<file path="config.mk">
export PLATFORM = sky130hd
export DESIGN_NAME = zh_1hot_reverse_lookup
export DESIGN_NICKNAME = d
export VERILOG_FILES = /design/src/rtl/zh_lkt_pkg.sv /design/src/rtl/zh_1hot_region_match.sv /design/src/rtl/zh_1hot_reverse_lookup.sv
export SDC_FILE = /design/constraint.sdc
export NUM_CORES = 1
export LEC_CHECK = 0
export BUFFER_PORTS_ARGS = -buffer_cell sky130_fd_sc_hd__clkbuf_2
export CAP_MARGIN = 10
export CORE_UTILIZATION = 35
export CTS_CLUSTER_SIZE = 14
export DETAILED_ROUTE_END_ITERATION = 10
export PLACE_DENSITY = 0.54
export SKIP_CTS_REPAIR_TIMING = 1
export SLEW_MARGIN = 30
export SYNTH_ARGS = -nofsm -noshare
export SYNTH_HDL_FRONTEND = slang
export SYNTH_HIERARCHICAL = 1
export SYNTH_SLANG_ARGS = --single-unit
</file>
<file path="constraint.sdc">
create_clock -name clk -period 3.2 [get_ports clk]
set_input_delay 0.64 -clock clk [delete_from_list [all_inputs] [get_ports clk]]
set_output_delay 0.64 -clock clk [all_outputs]
set_load 0.01 [all_outputs]
</file>
<file path="src/rtl/zh_lkt_pkg.sv">
// Shared FSM state encoding and default sizing for the 1-hot reverse lookup.
// Optional multi-hit detection elsewhere is enabled by ZH_RLKT_MULTI_HIT_CHK_EN.
package zh_lkt_pkg;

  localparam int unsigned DEF_RESULT_WIDTH = 3;
  localparam int unsigned DEF_NUM_LOOKUPS  = 8;
  localparam int unsigned DEF_NUM_CHOICES  = 2;

  typedef enum logic [1:0] {
    ST_IDLE,
    ST_SCAN,
    ST_RESP
  } state_t;

endpackage

</file>
<file path="src/rtl/zh_1hot_region_match.sv">
// Compares one region's entries against a target: lowest-index one-hot, hit, multi.
// o_multi is only computed with ZH_RLKT_MULTI_HIT_CHK_EN defined, else tied low.
module zh_1hot_region_match
  import zh_lkt_pkg::*;
#(
  parameter int unsigned RESULT_WIDTH = DEF_RESULT_WIDTH,
  parameter int unsigned NUM_CHOICES  = DEF_NUM_CHOICES
) (
  input  logic [NUM_CHOICES*RESULT_WIDTH-1:0] i_row,
  input  logic [RESULT_WIDTH-1:0]             i_target,
  output logic [NUM_CHOICES-1:0]              o_onehot,
  output logic                                o_hit,
  output logic                                o_multi
);

  logic [NUM_CHOICES-1:0] w_match;

  always_comb begin
    w_match = '0;
    for (int g = 0; g < NUM_CHOICES; g++) begin
      w_match[g] = (i_row[g*RESULT_WIDTH +: RESULT_WIDTH] == i_target);
    end
  end

  always_comb begin
    logic w_found;
    w_found  = 1'b0;
    o_onehot = '0;
    for (int g = 0; g < NUM_CHOICES; g++) begin
      if (w_match[g] && !w_found) begin
        o_onehot[g] = 1'b1;
        w_found     = 1'b1;
      end
    end
    o_hit = w_found;
  end

`ifdef ZH_RLKT_MULTI_HIT_CHK_EN
  always_comb begin
    logic w_seen;
    w_seen  = 1'b0;
    o_multi = 1'b0;
    for (int g = 0; g < NUM_CHOICES; g++) begin
      if (w_match[g]) begin
        if (w_seen) o_multi = 1'b1;
        w_seen = 1'b1;
      end
    end
  end
`else
  assign o_multi = 1'b0;
`endif

endmodule

</file>
<file path="src/rtl/zh_1hot_reverse_lookup.sv">
// Reverse 1-hot lookup: scans one region per cycle, returns per-region selectors.
// Multi-hit flags need ZH_RLKT_MULTI_HIT_CHK_EN; otherwise rsp_multi_o stays 0.
module zh_1hot_reverse_lookup
  import zh_lkt_pkg::*;
#(
  parameter int unsigned RESULT_WIDTH = DEF_RESULT_WIDTH,
  parameter int unsigned NUM_LOOKUPS  = DEF_NUM_LOOKUPS,
  parameter int unsigned NUM_CHOICES  = DEF_NUM_CHOICES
) (
  input  logic                                          clk,
  input  logic                                          rst_n,
  input  logic                                          tbl_wr_en_i,
  input  logic [$clog2(NUM_LOOKUPS)-1:0]                tbl_wr_lookup_i,
  input  logic [$clog2(NUM_CHOICES)-1:0]                tbl_wr_choice_i,
  input  logic [RESULT_WIDTH-1:0]                       tbl_wr_data_i,
  output logic [NUM_LOOKUPS*NUM_CHOICES*RESULT_WIDTH-1:0] lookup_table_o,
  input  logic                                          req_valid_i,
  output logic                                          req_ready_o,
  input  logic [RESULT_WIDTH*NUM_LOOKUPS-1:0]           req_value_i,
  output logic                                          rsp_valid_o,
  input  logic                                          rsp_ready_i,
  output logic [NUM_LOOKUPS*NUM_CHOICES-1:0]            rsp_onehot_o,
  output logic [NUM_LOOKUPS-1:0]                        rsp_hit_o,
  output logic [NUM_LOOKUPS-1:0]                        rsp_multi_o
);

  localparam int unsigned LW = $clog2(NUM_LOOKUPS);
  localparam int unsigned CW = $clog2(NUM_CHOICES);
  localparam int unsigned RW = NUM_CHOICES*RESULT_WIDTH;
  localparam logic [LW-1:0] LAST = LW'(NUM_LOOKUPS-1);

  logic [NUM_LOOKUPS*RW-1:0]         r_tbl;
  state_t                            r_state;
  logic [LW-1:0]                     r_idx;
  logic                              r_issue_done;
  logic [RESULT_WIDTH*NUM_LOOKUPS-1:0] r_target;
  logic                              r_pend_vld;
  logic [LW-1:0]                     r_pend_idx;
  logic [NUM_CHOICES-1:0]            r_pend_oh;
  logic                              r_pend_hit;
  logic                              r_pend_multi;
  logic [NUM_LOOKUPS*NUM_CHOICES-1:0] r_oh;
  logic [NUM_LOOKUPS-1:0]            r_hit;
  logic [NUM_LOOKUPS-1:0]            r_multi;
  logic                              r_rsp_valid;

  logic [RW-1:0]           w_row;
  logic [RESULT_WIDTH-1:0] w_target;
  logic [NUM_CHOICES-1:0]  w_oh;
  logic                    w_hit;
  logic                    w_multi;

  // Writes are accepted in every state; a scan sees the table as of cycle start.
  always_ff @(posedge clk or negedge rst_n) begin
    if (!rst_n) begin
      r_tbl <= '0;
    end else if (tbl_wr_en_i) begin
      for (int f = 0; f < NUM_LOOKUPS; f++) begin
        for (int g = 0; g < NUM_CHOICES; g++) begin
          if (tbl_wr_lookup_i == LW'(f) && tbl_wr_choice_i == CW'(g)) begin
            r_tbl[(f*NUM_CHOICES+g)*RESULT_WIDTH +: RESULT_WIDTH] <= tbl_wr_data_i;
          end
        end
      end
    end
  end

  always_comb begin
    w_row    = '0;
    w_target = '0;
    for (int f = 0; f < NUM_LOOKUPS; f++) begin
      if (r_idx == LW'(f)) begin
        w_row    = r_tbl[f*RW +: RW];
        w_target = r_target[f*RESULT_WIDTH +: RESULT_WIDTH];
      end
    end
  end

  zh_1hot_region_match #(
    .RESULT_WIDTH (RESULT_WIDTH),
    .NUM_CHOICES  (NUM_CHOICES)
  ) u_match (
    .i_row    (w_row),
    .i_target (w_target),
    .o_onehot (w_oh),
    .o_hit    (w_hit),
    .o_multi  (w_multi)
  );

  // Compare stage feeds a commit stage, so the last region lands one cycle later.
  always_ff @(posedge clk or negedge rst_n) begin
    if (!rst_n) begin
      r_state      <= ST_IDLE;
      r_idx        <= '0;
      r_issue_done <= 1'b0;
      r_target     <= '0;
      r_pend_vld   <= 1'b0;
      r_pend_idx   <= '0;
      r_pend_oh    <= '0;
      r_pend_hit   <= 1'b0;
      r_pend_multi <= 1'b0;
      r_oh         <= '0;
      r_hit        <= '0;
      r_multi      <= '0;
      r_rsp_valid  <= 1'b0;
    end else begin
      r_pend_vld <= 1'b0;
      if (r_pend_vld) begin
        for (int f = 0; f < NUM_LOOKUPS; f++) begin
          if (r_pend_idx == LW'(f)) begin
            r_oh[f*NUM_CHOICES +: NUM_CHOICES] <= r_pend_oh;
            r_hit[f]   <= r_pend_hit;
            r_multi[f] <= r_pend_multi;
          end
        end
      end
      unique case (r_state)
        ST_IDLE: begin
          if (req_valid_i) begin
            r_target     <= req_value_i;
            r_idx        <= '0;
            r_issue_done <= 1'b0;
            r_state      <= ST_SCAN;
          end
        end
        ST_SCAN: begin
          if (!r_issue_done) begin
            r_pend_vld   <= 1'b1;
            r_pend_idx   <= r_idx;
            r_pend_oh    <= w_oh;
            r_pend_hit   <= w_hit;
            r_pend_multi <= w_multi;
            if (r_idx == LAST) r_issue_done <= 1'b1;
            else               r_idx <= r_idx + LW'(1);
          end
          if (r_pend_vld && r_pend_idx == LAST) begin
            r_rsp_valid <= 1'b1;
            r_state     <= ST_RESP;
          end
        end
        ST_RESP: begin
          if (rsp_ready_i) begin
            r_rsp_valid <= 1'b0;
            r_state     <= ST_IDLE;
          end
        end
        default: r_state <= ST_IDLE;
      endcase
    end
  end

  assign lookup_table_o = r_tbl;
  assign req_ready_o    = rst_n & (r_state == ST_IDLE);
  assign rsp_valid_o    = r_rsp_valid;
  assign rsp_onehot_o   = r_oh;
  assign rsp_hit_o      = r_hit;
  assign rsp_multi_o    = r_multi;

endmodule

</file>
# Yosys cells after proc, flatten, opt, wreduce, memory -nomap -nowiden
# Index checks and enable logic that the tools add are counted.
# totals
out_inout_bits,82
regBits,110
# classes
add_sub_neg,1
muxes,36
reduce_logical,55
n_eq_ne,30
n_bitwise,3
# op_table
op,count
AND reduction 2 bit,27
2-to-1 mux 6 bit,8
"equality test 3 bit, second input constant",12
2-to-1 mux 3 bit,11
"equality test 3 x 2 -> 1 bit, second input constant",6
logical AND 1 bit,18
2-to-1 mux 1 bit,10
"!= test 2 bit, second input constant",5
"equality test 3 x 1 -> 1 bit, second input constant",3
zero test 3 bit,3
equality test 3 bit,2
2-to-1 mux 2 bit,3
case mux 2 bit (3 select lines),1
case mux 3 bit (2 select lines),1
AND reduction 3 bit,2
case mux 1 bit (2 select lines),2
AND reduction 4 bit,1
nonzero test 2 bit,2
"adder 3 x 1 -> 3 bit, second input constant",1
"equality test 2 x 1 -> 1 bit, second input constant",1
"equality test 2 bit, second input constant",1
zero test 2 bit,1
inverter 1 bit,2
AND 1 bit,1
zero test 1 bit,1

# Depth between registers and ports, before layout
# logic_depth
depth_word,14
mapped_depth,12
depth_no_buf,10

# Hierarchy
# Netlist, hierarchy kept.
# modules_own_cells
mod,area_per_inst_um2,instances,cells_per_inst
zh_1hot_reverse_lookup,5566.6,1,495
zh_1hot_region_match,88.8,1,12

# Worst setup path before layout
# Ideal clock, no wire load.
# synth_timing
path_type,register to register
start,register r_idx[2]
end,register r_pend_hit
required_ns,3.075
setup_slack_ns,0.510
n_path_buf,2
path_stages_with_launch,13
synth_period_minus_slack_ns,2.690
t_arrival_ns,2.565
path_cell_list,dfrtp_1 > clkbuf_1 > inv_1 > ha_1 > or2_1 > buf_2 > a221oi_2 > a2111oi_0 > a221oi_1 > xor2_1 > nor3_2 > nand2b_1 > mux2_2
# synth_via
elab_chain_cells,14
word_cells_on_any_way,30
# synth_rtl
item,line,rtl
"start, declared",zh_1hot_reverse_lookup.sv:34,logic [LW-1:0] r_idx;
"start signal, assigned",zh_1hot_reverse_lookup.sv:134,else r_idx <= r_idx + LW'(1);
zero test 3 bit,zh_1hot_reverse_lookup.sv:72,if (r_idx == LW'(f)) begin
2-to-1 mux 3 bit (7 in a row),zh_1hot_reverse_lookup.sv:72,
2-to-1 mux 3 bit (*),zh_1hot_reverse_lookup.sv:72,
net w_target[2],zh_1hot_reverse_lookup.sv:48,logic [RESULT_WIDTH-1:0] w_target;
equality test 3 bit (*),zh_1hot_region_match.sv:21,w_match[g] = (i_row[g*RESULT_WIDTH +: RESULT_WIDTH] == i_target);
2-to-1 mux 1 bit (*),n/a,
net w_oh[0],zh_1hot_reverse_lookup.sv:49,logic [NUM_CHOICES-1:0] w_oh;
zero test 1 bit,zh_1hot_region_match.sv:30,if (w_match[g] && !w_found) begin
logical AND 1 bit,zh_1hot_region_match.sv:30,
2-to-1 mux 1 bit (*),zh_1hot_region_match.sv:30,
net w_hit,zh_1hot_reverse_lookup.sv:50,logic w_hit;
"end signal, assigned",zh_1hot_reverse_lookup.sv:131,r_pend_hit <= w_hit;
"end, declared",zh_1hot_reverse_lookup.sv:40,logic r_pend_hit;
# Mark *: on every way through the listed nets, which the timed path passes. The rest lies on a longest branch.
# A chain may end at the register's enable or synchronous reset.

# Worst setup path in the final report
# layout_timing
start,register r_idx[0]
end,register r_pend_oh[1]
# layout_via
elab_chain_cells,14
word_cells_on_any_way,30
# layout_rtl
item,line,rtl
zero test 3 bit,zh_1hot_reverse_lookup.sv:72,
2-to-1 mux 3 bit (7 in a row),zh_1hot_reverse_lookup.sv:72,
2-to-1 mux 3 bit (*),zh_1hot_reverse_lookup.sv:72,
net w_target[2],zh_1hot_reverse_lookup.sv:48,
equality test 3 bit (*),zh_1hot_region_match.sv:21,
2-to-1 mux 1 bit (*),n/a,
net w_oh[0],zh_1hot_reverse_lookup.sv:49,
zero test 1 bit (*),zh_1hot_region_match.sv:30,
logical AND 1 bit (*),zh_1hot_region_match.sv:30,
2-to-1 mux 1 bit (*),zh_1hot_region_match.sv:30,
net w_oh[1],zh_1hot_reverse_lookup.sv:49,
"end signal, assigned",zh_1hot_reverse_lookup.sv:130,r_pend_oh <= w_oh;
"end, declared",zh_1hot_reverse_lookup.sv:39,logic [NUM_CHOICES-1:0] r_pend_oh;
# Marked as above.

==> metrics.md <==
| Metric | Value |
|---|---|
| Met2 wire len | 6.80 mm |
| Storage cell area | 2980 um2 |
| Rows | 46 |
| Slew HR | 52.2% |
| Critical path class | reg2reg |
| N_diodes | 0 |
| CTS clk-pin slew, worst paths | 0.06 ns |
| Synth area leader | dfrtp_1 |
| PD cells | 1050 nW/um2 |
| Peak VDD IR | 415 uV |
| Synth top area share | 52.7% |
| Synthesized instance count | 507 |
| Async set or reset register ratio after synthesis | 100% |
| Drt wl/cell | 16.9 um |
| Clock buffer depth | 2 |
| Wirelength, routed | 14.4 mm |
| Reg2reg setup slack | 0.31 ns |
| Drt via density | 4.95 |
| Net Count, Synth | 549 |
| Status | finished, final reports clean |
| GP Congestion | 0.864 |
| Initial antenna violation count | 0 |
| Fmax | 346 MHz |
| Register area share after synthesis | 52.7% |
| Crit path largest cell delay | 0.49 ns |
| Core footprint | 15800 um2 |
| Syn avg cell area | 11.2 um2 |
| Final setup vio count | 0 |
| Max-slew violations | 0 |
| Area occupied by multi-input gates | 2460 um2 |
| Vias in the first global route | 4418 |
| Req. time, crit path | 3.49 ns |
| TNS Setup | 0 ns |
| Grt ovf | 0 |
| Largest cells by area after synthesis | dfrtp_1, mux2_2, nand2_1, nor2_1, a221oi_1 |
| Post-route antenna net violation count | 0 |
| Worst slew pin tran | 0.711 ns |
| Layout area overhead | 25.4% |
| Crit path time final | 2.89 ns |
| Largest net degree at the start of global routing | 47 |
| Prevailing post-synth register cell | dfrtp_1 |
| Crit path arrival time | 3.19 ns |
| Inserted Clock Buffers | 17 |
| Dpl cell area | 6430 um2 |
| Total I/O pin count | 118 |
| Synth warnings | 6 |
| First-pass GRT wire length | 23.5 mm |
| Crit end category | flop |
| Leak Pwr | 3.43 nW |
| Crit Path Max Fanout | 9 |
| Synth unique cells | 39 |
| Clk root buf | clkbuf_16 |
| Count leader, synth | dfrtp_1 |
| Die ar. | 16700 um2 |
| Final instance area | 7090 um2 |
| Hpwl dp | 10.6 mm |
| Met3 WL | 676 um |
| Post-synth EDFFs | 0 |
| Most frequent CP cell | ha_1 |
| Initial core utilization | 35.7% |
| Fraction of layout cells with a size suffix above 1 | 39.9% |
| Htree depth | 4 |
| Worst-path cell chain | ha_1 -> ha_1 -> or2_1 -> a221oi_2 -> a2111oi_0 -> a221oi_1 -> xor2_1 -> nor3_2 -> nor2_1 -> mux2_2 |
| # fillers | 1488 |
| Iter 0 DRT Violations | 294 |
| Max Clock Skew | 0.00931 ns |
| Via Count | 4217 |
| Worst Hold Class | in2async |
| Unrepaired setup endpoints after global routing | no |
| Top layer in use | met4 |
| CP Launch Type | flop |
| Die width | 129 um |
| Commonest cells in the netlist | dfrtp_1, nand2_1, mux2_2, nor2_1, inv_1 |
| Clk Latency, worst-skew pair | 0.42 ns |
| Hold Fails Final Rpt | 0 |
| CTS Sinks | 119 |
| DR DRC count | 0 |
| Metal1 wirelength | 6.59 mm |
| TritonCTS clock tree | done |
| Cell area after synthesis | 5660 um2 |
| Fin nets | 665 |
| Port Buffer Count | 117 |
| Post-synthesis register bit count | 119 |
| Chip Height | 129 um |
| GRT Total Usage | 18.6% |
| Pre-antenna DRT Iters | 4 |
| Max-cap violations | 0 |
| Final period utilization | 90.4% |
| CP max-delay cell | a221oi_1 |
power by group:
part           leakage, nW  switching (W)  internal [W]  total [W]
clock                0.317       0.000707       0.00141    0.00211
sequential            1.48       0.000486       0.00206    0.00255
combinational         1.64        0.00144       0.00133    0.00277
cells by family (layout without fill, tap and decap cells):
logic type,count (synthesis),in the layout,synth area share (%)
other,1,1,0.0663
and+or+nand+nor,173,173,14.7
DFF,119,119,52.7
xor gates and xnor gates,6,6,0.929
buffers and inverters,48,177,4.00
AOI/OAI and AO/OA,73,73,10.2
adders and majority gates,6,6,1.33
muxes,81,81,16.1
routing by layer:
metal	vias to the layer above	track usage, %
li1	2005	-
met2	120	29.4
met3	27	4.62
met1	2065	24.3
met5	-	0
met4	0	8.24
cell usage in the layout, fill, tap and decap left out, drive strengths merged, types with 6 or more instances in the layout:
master,n
clkbuf,134
dfrtp,119
nand2,89
mux2,80
nor2,24
inv,21
o21ai,15
a221oi,13
a21oi,12
nor3,12
buf,11
nor2b,10
a21o,9
a22oi,7
o32ai,7
a221o,7
nand2b,7
and2b,6
ha,6
worst max-delay path: cells and delay by family (launching register included):
kind | cells | cell delay (ns)
AOI/OAI and AO/OA | 3 | 0.85
xor gates and xnor gates | 1 | 0.15
adders and majority gates | 2 | 0.46
DFF | 1 | 0.43
muxes | 1 | 0.26
and+or+nand+nor | 3 | 0.63
flip-flops by register name (all words and copies together) (netlist names):
name and flops:
lookup_table_o 48, r_target 24, rsp_onehot_o 16, rsp_hit_o 8, rsp_multi_o 8, r_idx 3
r_pend_idx 3, r_pend_oh 2, r_state 2, r_issue_done 1, r_pend_hit 1, r_pend_multi 1
r_pend_vld 1, rsp_valid_o 1
area by class of cell:
class	instances	share of cell area [%]
sequential	119	42.0
timing repair buffer	127	9.35
inverter	18	0.952
clock inverter	14	3.09
multi-input combinational	340	34.6
clock buffer	18	6.19
tap	216	3.81
path summary, 6_finish.rpt:
kind,from,to,cells after the start
hold reg to reg,r_target[19],r_target[19],2
max in group asynchronous,rst_n,r_target[0],2
setup reg to reg,r_idx[0],r_pend_oh[1],10
setup / recovery,r_idx[0],r_pend_oh[1],10
min in group clk,rsp_ready_i,r_state[1],2
hold / removal,rst_n,rsp_multi_o[6],1
stage by stage:
step | setup WS, ns | power, W | instances | util [%] | hold WS, ns
5_1_grt | 0.0265 | 0.00795 | 852 | 44.8 | 0.202
3_5_place_dp | 0.176 | 0.00536 | 820 | 40.6 | 0.469
3_3_place_gp | 0.280 | 0.00528 | 820 | 40.6 | 0.464
6_report | 0.308 | 0.00743 | 852 | 44.8 | 0.170
2_1_floorplan | 0.510 | 0.00445 | 507 | - | 0.344
4_1_cts | 0.160 | 0.00750 | 852 | 44.8 | 0.180
(Power assumes the default switching activity.)
